--- config.mk ---
export PLATFORM = sky130hd
export DESIGN_NAME = mult_div_unit_flat
export DESIGN_NICKNAME = d
export VERILOG_FILES = /design/src/rtl/mult_div_unit_pkg.sv /design/src/rtl/mult_div_unit_if.sv /design/src/rtl/mult_div_unit_sign_fix.sv /design/src/rtl/mult_div_unit.sv /design/src/flat_wrapper.sv
export SDC_FILE = /design/constraint.sdc
export NUM_CORES = 1
export LEC_CHECK = 0
export ABC_CLOCK_PERIOD_IN_PS = 3570
export CAP_MARGIN = 0
export CORE_UTILIZATION = 50
export CTS_CLUSTER_DIAMETER = 120
export DETAILED_ROUTE_END_ITERATION = 10
export DONT_BUFFER_PORTS = 1
export PLACE_DENSITY = 0.68
export SETUP_SLACK_MARGIN = 0.05
export SYNTH_ARGS = -nofsm -noshare
export SYNTH_HDL_FRONTEND = slang
export SYNTH_SLANG_ARGS = --single-unit
--- constraint.sdc ---
create_clock -name clock -period 3.57 [get_ports clock]
set_input_delay 0.5355 -clock clock [delete_from_list [all_inputs] [get_ports clock]]
set_output_delay 0.5355 -clock clock [all_outputs]
set_load 0.01 [all_outputs]
--- src/rtl/mult_div_unit_pkg.sv ---
// Shared constants and helpers for the HI/LO multiply/divide unit.
// Op codes, FSM state encodings and op-decoding helpers live here.
package mult_div_unit_pkg;

    localparam int MDU_N = 32;

    typedef enum logic [1:0] {
        MDU_MULT  = 2'd0,
        MDU_MULTU = 2'd1,
        MDU_DIV   = 2'd2,
        MDU_DIVU  = 2'd3
    } mdu_op_e;

    typedef enum logic [1:0] {
        S_IDLE = 2'd0,
        S_CALC = 2'd1,
        S_FIX  = 2'd2
    } mdu_state_e;

    function automatic logic op_is_signed(input logic [1:0] op);
        return ~op[0];
    endfunction

    function automatic logic op_is_div(input logic [1:0] op);
        return op[1];
    endfunction

endpackage

--- src/rtl/mult_div_unit_if.sv ---
// Operand/control bundle between the register-file stage and the MDU.
// master = pipeline side, slave = multiply/divide unit.
interface mult_div_unit_if #(
    parameter int N = 32
);
    logic         start;
    logic [1:0]   op;
    logic [N-1:0] inA;
    logic [N-1:0] inB;
    logic         hi_wen;
    logic         lo_wen;
    logic [N-1:0] wd;
    logic         busy;
    logic         done;
    logic [N-1:0] hi;
    logic [N-1:0] lo;

    modport master (
        output start, op, inA, inB, hi_wen, lo_wen, wd,
        input  busy, done, hi, lo
    );

    modport slave (
        input  start, op, inA, inB, hi_wen, lo_wen, wd,
        output busy, done, hi, lo
    );

endinterface

--- src/rtl/mult_div_unit_sign_fix.sv ---
// Conditional two's-complement negate, used for operand magnitudes
// and for sign-correcting the final product/quotient/remainder.
module mdu_sign_fix #(
    parameter int W = 32
) (
    input  logic [W-1:0] i_val,
    input  logic         i_neg,
    output logic [W-1:0] o_val
);

    assign o_val = i_neg ? (~i_val + W'(1)) : i_val;

endmodule

--- src/rtl/mult_div_unit.sv ---
// Iterative radix-2 multiply/divide unit owning HI and LO.
// Shift-add multiply and restoring divide, N+1 cycles per operation.
module mult_div_unit
    import mult_div_unit_pkg::*;
#(
    parameter int N = MDU_N
) (
    input  logic              clock,
    input  logic              reset,
    mult_div_unit_if.slave    bus
);

    localparam int CW = (N > 1) ? $clog2(N) : 1;

    mdu_state_e     r_state;
    mdu_op_e        r_op;
    logic [CW-1:0]  r_cnt;
    logic [N-1:0]   r_m;
    logic [2*N-1:0] r_acc;
    logic           r_neg_q;
    logic           r_neg_r;
    logic [N-1:0]   r_hi;
    logic [N-1:0]   r_lo;
    logic           r_busy;
    logic           r_done;

    logic           w_sa;
    logic           w_sb;
    logic           w_b_zero;
    logic [N-1:0]   w_mag_a;
    logic [N-1:0]   w_mag_b;
    logic [N:0]     w_sum;
    logic [2*N-1:0] w_mul_next;
    logic [N:0]     w_diff;
    logic [2*N-1:0] w_div_next;
    logic [2*N-1:0] w_prod;
    logic [N-1:0]   w_quo;
    logic [N-1:0]   w_rem;
    logic [N-1:0]   w_res_hi;
    logic [N-1:0]   w_res_lo;

    assign w_sa     = op_is_signed(bus.op) & bus.inA[N-1];
    assign w_sb     = op_is_signed(bus.op) & bus.inB[N-1];
    assign w_b_zero = (bus.inB == '0);

    mdu_sign_fix #(.W(N)) u_mag_a (
        .i_val (bus.inA),
        .i_neg (w_sa),
        .o_val (w_mag_a)
    );

    mdu_sign_fix #(.W(N)) u_mag_b (
        .i_val (bus.inB),
        .i_neg (w_sb),
        .o_val (w_mag_b)
    );

    // Multiply: multiplier sits in the low half and is consumed LSB first.
    assign w_sum = {1'b0, r_acc[2*N-1:N]}
                 + (r_acc[0] ? {1'b0, r_m} : {(N+1){1'b0}});
    assign w_mul_next = {w_sum, r_acc[N-1:1]};

    // Divide: {remainder, dividend/quotient} shifted left one bit per step.
    assign w_diff = r_acc[2*N-1:N-1] - {1'b0, r_m};
    assign w_div_next = w_diff[N]
                      ? {r_acc[2*N-2:0], 1'b0}
                      : {w_diff[N-1:0], r_acc[N-2:0], 1'b1};

    mdu_sign_fix #(.W(2*N)) u_fix_p (
        .i_val (r_acc),
        .i_neg (r_neg_q),
        .o_val (w_prod)
    );

    mdu_sign_fix #(.W(N)) u_fix_q (
        .i_val (r_acc[N-1:0]),
        .i_neg (r_neg_q),
        .o_val (w_quo)
    );

    mdu_sign_fix #(.W(N)) u_fix_r (
        .i_val (r_acc[2*N-1:N]),
        .i_neg (r_neg_r),
        .o_val (w_rem)
    );

    assign w_res_hi = op_is_div(r_op) ? w_rem : w_prod[2*N-1:N];
    assign w_res_lo = op_is_div(r_op) ? w_quo : w_prod[N-1:0];

    always_ff @(posedge clock) begin
        if (reset) begin
            r_state <= S_IDLE;
            r_op    <= MDU_MULT;
            r_cnt   <= '0;
            r_m     <= '0;
            r_acc   <= '0;
            r_neg_q <= 1'b0;
            r_neg_r <= 1'b0;
            r_hi    <= '0;
            r_lo    <= '0;
            r_busy  <= 1'b0;
            r_done  <= 1'b0;
        end else begin
            r_done <= 1'b0;
            unique case (r_state)
                S_IDLE: begin
                    if (bus.start) begin
                        r_op    <= mdu_op_e'(bus.op);
                        r_cnt   <= '0;
                        r_busy  <= 1'b1;
                        r_state <= S_CALC;
                        if (op_is_div(bus.op)) begin
                            r_m   <= w_mag_b;
                            r_acc <= {{N{1'b0}}, w_mag_a};
                        end else begin
                            r_m   <= w_mag_a;
                            r_acc <= {{N{1'b0}}, w_mag_b};
                        end
                        // Divide by zero keeps the raw all-ones quotient.
                        r_neg_q <= (w_sa ^ w_sb)
                                 & ~(op_is_div(bus.op) & w_b_zero);
                        r_neg_r <= op_is_div(bus.op) & w_sa;
                    end else begin
                        if (bus.hi_wen) r_hi <= bus.wd;
                        if (bus.lo_wen) r_lo <= bus.wd;
                    end
                end
                S_CALC: begin
                    r_acc <= op_is_div(r_op) ? w_div_next : w_mul_next;
                    r_cnt <= r_cnt + CW'(1);
                    if (r_cnt == CW'(N-1)) r_state <= S_FIX;
                end
                S_FIX: begin
                    r_hi    <= w_res_hi;
                    r_lo    <= w_res_lo;
                    r_done  <= 1'b1;
                    r_busy  <= 1'b0;
                    r_state <= S_IDLE;
                end
                default: begin
                    r_busy  <= 1'b0;
                    r_state <= S_IDLE;
                end
            endcase
        end
    end

    assign bus.busy = r_busy;
    assign bus.done = r_done;
    assign bus.hi   = r_hi;
    assign bus.lo   = r_lo;

endmodule

--- src/flat_wrapper.sv ---
// flat-port wrapper written by rule: the top's interface ports become plain ports
module mult_div_unit_flat import mult_div_unit_pkg::*;
#(
    parameter int N = MDU_N
)
  (clock, reset, bus_start, bus_op, bus_inA, bus_inB, bus_hi_wen, bus_lo_wen, bus_wd, bus_busy, bus_done, bus_hi, bus_lo);
  mult_div_unit_if #(.N(N)) bus_i ();
  input  logic clock;
  input  logic reset;
  input wire logic [$bits(bus_i.start)-1:0] bus_start;
  input wire logic [$bits(bus_i.op)-1:0] bus_op;
  input wire logic [$bits(bus_i.inA)-1:0] bus_inA;
  input wire logic [$bits(bus_i.inB)-1:0] bus_inB;
  input wire logic [$bits(bus_i.hi_wen)-1:0] bus_hi_wen;
  input wire logic [$bits(bus_i.lo_wen)-1:0] bus_lo_wen;
  input wire logic [$bits(bus_i.wd)-1:0] bus_wd;
  output wire logic [$bits(bus_i.busy)-1:0] bus_busy;
  output wire logic [$bits(bus_i.done)-1:0] bus_done;
  output wire logic [$bits(bus_i.hi)-1:0] bus_hi;
  output wire logic [$bits(bus_i.lo)-1:0] bus_lo;
  assign bus_i.start = bus_start;
  assign bus_i.op = bus_op;
  assign bus_i.inA = bus_inA;
  assign bus_i.inB = bus_inB;
  assign bus_i.hi_wen = bus_hi_wen;
  assign bus_i.lo_wen = bus_lo_wen;
  assign bus_i.wd = bus_wd;
  assign bus_busy = bus_i.busy;
  assign bus_done = bus_i.done;
  assign bus_hi = bus_i.hi;
  assign bus_lo = bus_i.lo;
  mult_div_unit #(.N(N)) u_core (.clock(clock), .reset(reset), .bus(bus_i));
endmodule
==> results.yml <==
critical_path:
  path_delay_family: "compound AO/OA/AOI/OAI gates"
  crit_slowest_cell: "a2111oi_0"
  ff2ff_setup_slack_ns: 0.22
  arrival_ns: 3.70
  cp-endpoint: "u_core.r_acc[62]$_SDFFE_PP0P_"
  path_depth: 12
  r2r-end: "u_core.r_acc[62]$_SDFFE_PP0P_"
  start_kind: "flip-flop"
  crit_path_max_incr_delay_ns: 0.45
  r2r_start: "u_core.r_acc[0]$_SDFFE_PP0P_"
  cp-end-kind: "flip-flop"
  crit_path_start: "u_core.r_acc[0]$_SDFFE_PP0P_"
  crit_chain: "clkinvlp_4, nor2_1, ha_1, a2111oi_0, o21ai_0, nand3_1, o31ai_1, o211ai_1, a31oi_1, a31oi_1, xnor2_1, a211o_1"
  timing_worst_setup_path_type: "reg2reg"
  critPathMaxFanout: 13
  rr_worst_depth: 12
  required_ns: 3.92
  crit_top_cell: "a31oi_1"
  cp.buffers_inverters: 1
logic_synthesis:
  syn_nets: 2084
  synthXorXnorAreaFrac_pct: 10.3
  ys_async_sr_fraction_pct: 0
  ys_ff_latch: 172
  synthAdderAreaFrac_pct: 6.30
  yosysMostFrequentCell: "nor2_1"
  syn_inst: 1909
  synth_area_per_cell_sq_um: 7.61
  synth_top_area_cell: "dfxtp_1"
  synth_edf_count: 0
  synth_commonest_cells: "197 x nor2_1, 172 x dfxtp_1, 160 x nand2_1"
  synth.top_cell.area_share_pct: 23.7
  yosysUniqueCellTypes: 70
  ys_seq_area_share_pct: 23.7
  synth.cell_area_sq_mm: 0.0145
  synth_compound_area_share_pct: 27.4
  synthSimpleGateAreaFrac_pct: 19.3
  yosys_warnings: 0
  synth.area.top_cells: "dfxtp_1 24%, mux2i_1 7.8%, xnor2_1 7.1%"
  synth_mux_area_share_pct: 8.02
  synth_flop_cell: "dfxtp_1"
  synth_top_family_by_area: "compound AO/OA/AOI/OAI gates"
clocking:
  h-tree-depth: 4
  worstSkewPairLatency_ns: 0.46
  cts_tree: "done"
  clock_sinks: 172
  post_cts_resized: 0
  clockBufferDepth: 2
  clock_tree.root_cell: "clkbuf_16"
  post-cts-setup-buffer-count: 0
  clkTransAtPathRegs_ns: 0.08
  cts_buffers: 17
  cts_hold_buffers: 0
placement:
  gp_congestion: 0.956
  place_hpwl_um: 37500
  place_inst: 2245
  postPlaceCellArea_sq_mm: 0.0151
  portBuffers: 0
floorplanning:
  dieArea_sq_mm: 0.0297
  die_height_um: 172
  start_util_pct: 50.8
  die_w_um: 172
  ioPinCount: 169
  coreArea_sq_mm: 0.0286
  row_count: 62
min_path:
  min_path_cells: 1
  hold_class: "in2reg"
drt:
  drtPass1Iterations: 6
  drt-total-wl_um: 48600
  wire_per_inst_um: 21.3
  vias: 14450
  ant_nets: 0
  viasPerCell: 6.34
  drt_iter0_markers: 1496
  drcViolationCount: 0
grt:
  grt_pass1_wl_um: 72600
  grt-ovfl-total: 0
  grt_pass1_vias: 13018
  grt_max_degree: 133
  grt_usage_pct: 31.8
  antenna_found_initial: 1
timing:
  final.min_clock_period_ns: 3.35
  fin_skew_ns: 0.0171
  setup-tns-final_ns: 0
  rsz0062_at_grt: "true"
  max_freq_mhz: 298
  setup_violations: 0
  min_period_over_period_pct: 93.9
  slew_viol_final: 0
  finalHoldViolations: 0
  max_slew_margin_pct: 34.9
  tightest_slew_ns: 0.977
final_layout:
  final_area_sq_mm: 0.0158
  area_delta_synth_final_pct: 8.71
  final_util_pct: 55.2
  fin_nets: 2055
  drive_gt1_share_pct: 8.19
  final_cells: 2279
job:
  drv_cap: 0
pwr:
  leakagePower_uw: 0.00633
  vdd_drop_max_mv: 0.360
  p_per_area_mw_per_mm2: 368
outcome:
  status: "completed"
## cell type report
| type | instances | area [sq um] |
|---|---|---|
| antenna | 2 | 5.00 |
| clock buffer | 17 | 425 |
| clock inverter | 15 | 206 |
| fill | 2694 | 12800 |
| inverter | 63 | 240 |
| multi-input combinational | 1549 | 10400 |
| sequential | 172 | 3440 |
| tap | 384 | 480 |
| timing repair buffer | 77 | 591 |
## cell families after synthesis
kind of cell               count (synthesis)
AOI/OAI and AO/OA                        601
xor gates and xnor gates                 171
adders and majority gates                 72
buffers and inverters                    188
DFF                                      172
muxes                                    116
and+or+nand+nor                          589
## sequential cells by signal, indices dropped and copies added (netlist names)
| signal | flops |
|---|---|
| u_core.r_acc | 64 |
| u_core.bus.hi | 32 |
| u_core.bus.lo | 32 |
| u_core.r_m | 32 |
| u_core.r_cnt | 5 |
| u_core.r_state | 2 |
| u_core.bus.busy | 1 |
| u_core.bus.done | 1 |
| u_core.r_neg_q | 1 |
| u_core.r_neg_r | 1 |
| u_core.r_op | 1 |
## report_power, final
group / switching (uW) / internal, uW
logic: 971 / 679
registers: 139 / 2030
clock network: 1030 / 970
total: 2140 / 3680
## worst min-delay path by stage
stage                                      from                              to
detailed placement   u_core.r_m[9]$_SDFFE_PP0P_      u_core.r_m[9]$_SDFFE_PP0P_
global route                              reset  u_core.bus.lo[22]$_SDFFE_PP0P_
finish                                    reset  u_core.bus.lo[19]$_SDFFE_PP0P_
CTS                                       reset  u_core.bus.lo[22]$_SDFFE_PP0P_
floorplan           u_core.r_m[12]$_SDFFE_PP0P_     u_core.r_m[12]$_SDFFE_PP0P_
global placement    u_core.r_m[25]$_SDFFE_PP0P_     u_core.r_m[25]$_SDFFE_PP0P_
## routing by layer
layer | GRT usage, % | vias up | share of wire, %
met2 | 49.2 | 677 | 44
met5 | 0 | - | 0
li1 | - | 6914 | -
met1 | 42.5 | 6755 | 43
met4 | 12.5 | 0 | 3.4
met3 | 7.48 | 104 | 9.6
## metrics by stage
step | hold slack (ns) | total power (uW) | setup WS [ns]
global placement | 0.439 | 3800 | 0.179
floorplan | 0.432 | 3400 | 0.0814
detailed placement | 0.441 | 3820 | 0.157
CTS | 0.149 | 5780 | 0.123
global route | 0.132 | 6060 | 0.0488
finish | 0.145 | 5820 | 0.216
## placed cells by master, fill, tap and decap left out, types with 11 or more instances in the layout
cell type,count
nand3_1,22
xor2_1,53
nand2_1,159
nand2b_1,29
ha_1,70
clkbuf_16,17
buf_4,76
o41ai_1,11
dfxtp_1,171
inv_1,61
mux2i_1,113
nand4_1,11
o21ai_0,96
a21oi_1,150
a22oi_1,21
and3_1,14
or3_1,26
a21o_1,41
a211oi_1,118
nor2_1,197
nor3_1,29
nor4_1,17
xnor2_1,118
and2_1,12
o31ai_1,25
a311oi_1,13
nor2b_1,23
o211ai_1,33
a31oi_1,19
Power figures use the tool's default switching activity.
